**src/rtl/sine_dac_spi.sv**
```systemverilog
// sine_dac_spi
// Serialises 10-bit sine samples into 16-bit SPI frames (mode 0, MSB first)
// for a serial DAC. Frame layout: {CTRL_BITS, sample[9:0], 2'b00}.
// A one-entry holding buffer decouples the sample producer from the frame
// timing, so the next sample can be taken while the current frame shifts out.
//
// Build option: define SINE_DAC_TWOS_COMP_IN_EN to treat sample_in as two's
// complement. Bit 9 is then inverted on capture, which converts the sample to
// the offset-binary code the DAC expects. Without the macro the sample is
// passed through unchanged as unsigned data.
module sine_dac_spi #(
    parameter int unsigned CLK_DIV   = 2,        // clk cycles per SCLK half-period (1..255)
    parameter logic [3:0]  CTRL_BITS = 4'b0011   // DAC command nibble leading every frame
) (
    input  logic       clk,
    input  logic       rst_n,
    input  logic [9:0] sample_in,
    input  logic       sample_valid,
    output logic       sample_ready,
    output logic       dac_cs_n,
    output logic       dac_sclk,
    output logic       dac_mosi,
    output logic       busy,
    output logic       frame_done
);

    typedef enum logic [1:0] {
        ST_IDLE  = 2'd0,
        ST_SHIFT = 2'd1,
        ST_HOLD  = 2'd2
    } state_t;

    // Terminal count of the 8-bit divider; it wraps to 0 at each SCLK toggle
    // and at the end of HOLD.
    localparam logic [7:0] DIV_TC   = 8'(CLK_DIV - 1);
    // Index of the final falling edge (16 falls per frame, counted 0..15).
    localparam logic [3:0] LAST_BIT = 4'd15;

    state_t      state_q, state_d;

    logic [9:0]  buf_data_q, buf_data_d;
    logic        buf_valid_q, buf_valid_d;

    // Only the 15 bits still to be sent are kept; bit 15 goes straight to MOSI
    // when the frame loads.
    logic [14:0] shreg_q, shreg_d;
    logic [3:0]  bit_cnt_q, bit_cnt_d;
    logic [7:0]  div_cnt_q, div_cnt_d;

    logic        cs_n_q, cs_n_d;
    logic        sclk_q, sclk_d;
    logic        mosi_q, mosi_d;
    logic        frame_done_q, frame_done_d;

    logic [9:0]  sample_conv;
    logic [15:0] frame_word;
    logic        hs_fire;
    logic        load_fire;
    logic        div_tc;
    logic        sclk_fall;
    logic        last_fall;

`ifdef SINE_DAC_TWOS_COMP_IN_EN
    // Two's complement to offset binary: flip the sign bit.
    assign sample_conv = {~sample_in[9], sample_in[8:0]};
`else
    assign sample_conv = sample_in;
`endif

    assign frame_word = {CTRL_BITS, buf_data_q, 2'b00};
    assign hs_fire    = sample_valid & ~buf_valid_q;
    assign load_fire  = (state_q == ST_IDLE) & buf_valid_q;
    assign div_tc     = (div_cnt_q == DIV_TC);
    assign sclk_fall  = (state_q == ST_SHIFT) & div_tc & sclk_q;
    assign last_fall  = sclk_fall & (bit_cnt_q == LAST_BIT);

    // State register: the FSM always returns to IDLE on reset.
    always_ff @(posedge clk or negedge rst_n) begin
        if (!rst_n) begin
            state_q <= ST_IDLE;
        end else begin
            state_q <= state_d;
        end
    end

    // Next-state logic: IDLE -> SHIFT on a buffered sample, SHIFT -> HOLD on
    // the 16th falling SCLK edge, HOLD -> IDLE after CLK_DIV cycles.
    always_comb begin
        state_d = state_q;
        case (state_q)
            ST_IDLE: begin
                if (buf_valid_q) begin
                    state_d = ST_SHIFT;
                end
            end
            ST_SHIFT: begin
                if (last_fall) begin
                    state_d = ST_HOLD;
                end
            end
            ST_HOLD: begin
                if (div_tc) begin
                    state_d = ST_IDLE;
                end
            end
            default: begin
                state_d = ST_IDLE;
            end
        endcase
    end

    // Output logic: status flags decode directly from state and buffer; the
    // SPI pins come straight from registers so they never glitch.
    always_comb begin
        busy         = (state_q != ST_IDLE);
        sample_ready = ~buf_valid_q;
        dac_cs_n     = cs_n_q;
        dac_sclk     = sclk_q;
        dac_mosi     = mosi_q;
        frame_done   = frame_done_q;
    end

    // Holding buffer: a handshake always wins over the transfer into the
    // shifter. The two cannot coincide (ready is low whenever a transfer is
    // pending), but the ordering makes loss or duplication impossible anyway.
    always_comb begin
        buf_data_d  = buf_data_q;
        buf_valid_d = buf_valid_q;
        if (hs_fire) begin
            buf_data_d  = sample_conv;
            buf_valid_d = 1'b1;
        end else if (load_fire) begin
            buf_valid_d = 1'b0;
        end
    end

    // Frame engine: divider, SCLK generation, bit counting and MOSI shifting.
    // MOSI only moves on falling SCLK edges, so it is stable at every rise.
    always_comb begin
        shreg_d      = shreg_q;
        bit_cnt_d    = bit_cnt_q;
        div_cnt_d    = div_cnt_q;
        cs_n_d       = cs_n_q;
        sclk_d       = sclk_q;
        mosi_d       = mosi_q;
        frame_done_d = 1'b0;
        case (state_q)
            ST_IDLE: begin
                div_cnt_d = '0;
                bit_cnt_d = '0;
                cs_n_d    = 1'b1;
                sclk_d    = 1'b0;
                mosi_d    = 1'b0;
                if (load_fire) begin
                    // CS falls with bit 15 already on MOSI; SCLK stays low
                    // for one full half-period before the first rise.
                    shreg_d = frame_word[14:0];
                    mosi_d  = frame_word[15];
                    cs_n_d  = 1'b0;
                end
            end
            ST_SHIFT: begin
                if (div_tc) begin
                    div_cnt_d = '0;
                    sclk_d    = ~sclk_q;
                    if (sclk_fall) begin
                        if (last_fall) begin
                            // Frame complete: release the bus into HOLD.
                            cs_n_d    = 1'b1;
                            sclk_d    = 1'b0;
                            mosi_d    = 1'b0;
                            bit_cnt_d = '0;
                        end else begin
                            bit_cnt_d = bit_cnt_q + 4'd1;
                            mosi_d    = shreg_q[14];
                            shreg_d   = {shreg_q[13:0], 1'b0};
                        end
                    end
                end else begin
                    div_cnt_d = div_cnt_q + 8'd1;
                end
            end
            ST_HOLD: begin
                // CS stays high for CLK_DIV cycles; frame_done marks the exit.
                if (div_tc) begin
                    div_cnt_d    = '0;
                    frame_done_d = 1'b1;
                end else begin
                    div_cnt_d = div_cnt_q + 8'd1;
                end
            end
            default: begin
                div_cnt_d = '0;
                bit_cnt_d = '0;
                cs_n_d    = 1'b1;
                sclk_d    = 1'b0;
                mosi_d    = 1'b0;
            end
        endcase
    end

    // Datapath registers: reset aborts any frame in flight and parks the bus.
    always_ff @(posedge clk or negedge rst_n) begin
        if (!rst_n) begin
            buf_data_q   <= '0;
            buf_valid_q  <= 1'b0;
            shreg_q      <= '0;
            bit_cnt_q    <= '0;
            div_cnt_q    <= '0;
            cs_n_q       <= 1'b1;
            sclk_q       <= 1'b0;
            mosi_q       <= 1'b0;
            frame_done_q <= 1'b0;
        end else begin
            buf_data_q   <= buf_data_d;
            buf_valid_q  <= buf_valid_d;
            shreg_q      <= shreg_d;
            bit_cnt_q    <= bit_cnt_d;
            div_cnt_q    <= div_cnt_d;
            cs_n_q       <= cs_n_d;
            sclk_q       <= sclk_d;
            mosi_q       <= mosi_d;
            frame_done_q <= frame_done_d;
        end
    end

endmodule

```
**config.mk**
```make
export PLATFORM = sky130hd
export DESIGN_NAME = sine_dac_spi
export DESIGN_NICKNAME = d
export VERILOG_FILES = /design/src/rtl/sine_dac_spi.sv
export SDC_FILE = /design/constraint.sdc
export NUM_CORES = 1
export LEC_CHECK = 0
export BUFFER_PORTS_ARGS = -buffer_cell sky130_fd_sc_hd__buf_2
export CAP_MARGIN = 30
export CORE_ASPECT_RATIO = 2
export CORE_MARGIN = 2
export CORE_UTILIZATION = 50
export DETAILED_ROUTE_END_ITERATION = 16
export PLACE_DENSITY = 0.72
export REMOVE_ABC_BUFFERS = 1
export SYNTH_ARGS = -nofsm -noshare
export SYNTH_HDL_FRONTEND = slang
export SYNTH_SLANG_ARGS = --single-unit
export TNS_END_PERCENT = 50
```
**constraint.sdc**
```tcl
create_clock -name clk -period 5.4 [get_ports clk]
set_clock_uncertainty 0.1 [all_clocks]
set_input_delay 0.54 -clock clk [delete_from_list [all_inputs] [get_ports clk]]
set_output_delay 0.54 -clock clk [all_outputs]
set_load 0.01 [all_outputs]
```
==> results.py <==
metrics = {
    "pwr": {
        "power.internal_uw": 721,
        "total_leakage_power_uw": 0.00101,
        "irDropWorstVdd_uv": 322,
        "clock_power_frac": 0.179,
        "power.density_nw_per_um2": 486,
        "sequential_power_share": 0.448,
        "comb_power_share": 0.374,
        "p_switching_uw": 373,
        "sw_share": 0.341,
    },
    "drt": {
        "routed_wirelength_um": 3840,
        "total_drc_errors_in_the_routed_layout": 0,
        "routed-via-count": 1386,
        "wire_per_inst_um": 15.9,
        "number_of_search_and_repair_iterations_in_the_first_detailed_routing_pass": 4,
        "initialDrtViolationCount": 38,
        "drt.antenna.violating_nets": 0,
        "routed_via_density": 5.73,
    },
    "cts": {
        "tritoncts": "built",
        "htree_num_levels": 2,
        "cts.clk_slew.worst_paths_ns": 0.08,
        "post_cts.repair.setup_buffers": 0,
        "number_of_buffers_on_the_longest_clock_path": 2,
        "cts_made_buffers": 5,
        "clock_sinks": 42,
        "post_cts_resized": 0,
        "cts_root_buffer": "sky130_fd_sc_hd__clkbuf_8",
        "clock_latency_ns": 0.29,
        "post_cts_hold_buffer_count": 0,
    },
    "critical_path": {
        "endpoint_kind": "flip-flop",
        "startpoint_type": "flip-flop",
        "critPathTopFamily": "adder cells",
        "worst-endpoint-arrival_ns": 2.81,
        "cp_data_required_time_ns": 5.48,
        "path_class": "flip-flop to flip-flop",
        "max_stage_delay_ns": 0.67,
        "crit_chain": "inv_1 > ha_1 > nand4_1 > o32ai_2 > mux2_2",
        "critPathSlowestCell": "sky130_fd_sc_hd__ha_1",
        "critPathBufInv": 1,
        "cp_max_fo": 18,
    },
    "floorplan": {
        "die-width_um": 49.1,
        "initial_utilization": 0.524,
        "die_height_um": 94.2,
        "die-area_um2": 4620,
        "std_cell_core_area_um2": 3880,
        "io_pins": 19,
        "fp-row-count": 32,
    },
    "sta": {
        "max_freq_mhz": 367,
        "setup_viol": 0,
        "final_max_slew_viol_count": 0,
        "total_negative_slack_ns": 0,
        "crit_path_time_final_ns": 2.72,
        "post-route-period-util": 0.504,
        "timing_worst_slew_pin_value_ns": 1.03,
        "setup_repair_after_global_routing_missed_its_margin": "no",
        "slew_headroom": 0.314,
        "timing_hold_violations_final": 0,
        "whs_ns": 0.283,
    },
    "cells_and_area": {
        "layout.nets": 209,
        "mostFrequentLayoutCells": "sky130_fd_sc_hd__dfrtp_1, sky130_fd_sc_hd__mux2_2, sky130_fd_sc_hd__buf_2",
        "area_growth_pct": 10.7,
        "n_antenna_cell": 0,
        "layout-drive-gt1-share": 0.325,
        "final_common_cell": "sky130_fd_sc_hd__dfrtp_1",
        "final_core_utilization": 0.580,
    },
    "logic_synthesis": {
        "count_of_state_elements_after_synthesis": 42,
        "synthSimpleGateAreaFrac": 0.122,
        "synth-seq-area-share": 0.518,
        "synth_area_leader_cell": "sky130_fd_sc_hd__dfrtp_1",
        "ys_dominant_reg_cell": "sky130_fd_sc_hd__dfrtp_1",
        "yosys-mux-area-fraction": 0.176,
        "synthAdderAreaFrac": 0.0369,
        "combinational_family_with_the_most_area_after_synthesis": "multiplexers",
        "syn_area_per_cell_um2": 12.0,
        "yosys-top-cells-area": "sky130_fd_sc_hd__dfrtp_1, sky130_fd_sc_hd__mux2_2, sky130_fd_sc_hd__ha_1",
        "count_of_unique_library_cells_instantiated_by_yosys": 40,
        "synth-compound-area-share": 0.0892,
        "async_reset_ff_frac": 1.00,
        "xor_xnor_portion_of_the_synthesized_cell_area": 0.0302,
        "syn-cell-area_um2": 2030,
        "synth_enable_flop_cells": 0,
        "synth_warnings": 0,
        "yosysTopAreaCellShare": 0.505,
        "synthCells": 169,
    },
    "min_path": {
        "timing.hold.worst.class": "input port to asynchronous set/reset pin",
    },
    "job": {
        "max_cap_viol_count": 0,
    },
    "grt": {
        "wire_length_of_the_first_global_routing_pass_um": 6490,
        "grt_pass1_vias": 1442,
        "grt_overflow_total": 0,
        "track_usage": 0.188,
        "number_of_antenna_violations_at_the_first_check_in_global_routing": 0,
        "pin_count_of_the_biggest_net_entering_global_routing": 43,
    },
    "outcome": {
        "run_status": "completed",
    },
    "placement": {
        "dp_hpwl_um": 2850,
        "buffer_ports.inserted": 18,
        "place_congestion": 0.908,
    },
}
power groups by stage:
stage / clock [µW] / sequential [µW] / combinational [µW]
global route: 215 / 505 / 452
detailed placement: 0 / 498 / 413
floorplan: 0 / 476 / 323
global placement: 0 / 489 / 397
CTS: 204 / 492 / 414
finish: 196 / 490 / 409
kinds of logic (layout without fill, tap and decap cells):
kind of cell	Yosys count	count (layout)
flip-flops	42	42
AND/OR/NAND/NOR	47	47
XOR/XNOR	7	7
AO/OA/AOI/OAI	22	22
adder cells (fa/ha/maj)	6	6
multiplexers	32	32
buffers and inverters	13	35
through the flow:
step	std cells	area, µm²	total power (µW)	setup slack (ns)
after CTS	242	2250	1110	2.67
final	242	2250	1090	2.68
after floorplan	165	2010	799	3.09
after detailed placement	234	2160	911	2.68
after global placement	234	2160	886	2.77
after global routing	242	2250	1170	2.49
cells in the mapped netlist (all sizes together) (2+ instances only):
| cell | number |
|---|---|
| a21oi | 2 |
| a31oi | 3 |
| and3 | 4 |
| buf | 2 |
| clkbuf | 2 |
| dfrtp | 41 |
| ha | 6 |
| inv | 9 |
| mux2 | 30 |
| mux2i | 2 |
| nand2 | 9 |
| nand3 | 7 |
| nand4 | 3 |
| nor2 | 11 |
| nor2b | 3 |
| nor4 | 4 |
| o21ai | 6 |
| o21ba | 2 |
| xnor2 | 2 |
| xor2 | 5 |
sequential cells by signal (all words and copies together) (netlist names):
name / flops
buf_data_q: 10
bit_cnt_q: 4
div_cnt_q: 8
dac_mosi: 1
state_q: 2
dac_sclk: 1
dac_cs_n: 1
shreg_q: 13
buf_valid_q: 1
frame_done: 1
worst paths after layout:
path	start	end	slack, ns	depth (start not counted)
max reg2reg	state_q[1]$_DFFE_PN0P_	shreg_q[8]$_DFFE_PN0P_	2.68	5
max in group asynchronous	rst_n	dac_mosi$_DFFE_PN0P_	4.34	1
max	state_q[1]$_DFFE_PN0P_	shreg_q[8]$_DFFE_PN0P_	2.68	5
min in group clk	sample_in[5]	buf_data_q[5]$_DFFE_PN0P_	0.37	2
min	rst_n	div_cnt_q[4]$_DFF_PN0_	0.28	1
min reg2reg	shreg_q[5]$_DFFE_PN0P_	shreg_q[5]$_DFFE_PN0P_	0.39	1
worst register-to-register path, stage by stage (launching register included):
cell and delay (ns):
sky130_fd_sc_hd__dfrtp_1 0.42, sky130_fd_sc_hd__inv_1 0.09, sky130_fd_sc_hd__ha_1 0.67, sky130_fd_sc_hd__nand4_1 0.29
sky130_fd_sc_hd__o32ai_2 0.62, sky130_fd_sc_hd__mux2_2 0.42
routing by layer:
| layer | track usage | share of wire | vias up |
|---|---|---|---|
| met5 | 0 | 0 | - |
| met4 | 0.119 | 0.034 | 0 |
| met3 | 0.0271 | 0.036 | 17 |
| met2 | 0.349 | 0.56 | 47 |
| met1 | 0.191 | 0.37 | 679 |
| li1 | - | - | 643 |
final cells by class:
class | instances | area (µm²)
clock buffer | 6 | 72.6
clock inverter | 2 | 13.8
fill | 359 | 1630
inverter | 9 | 33.8
multi-input combinational | 114 | 925
sequential | 42 | 1050
tap | 51 | 63.8
timing repair buffer | 18 | 90.1
Power figures use the tool's default switching activity.
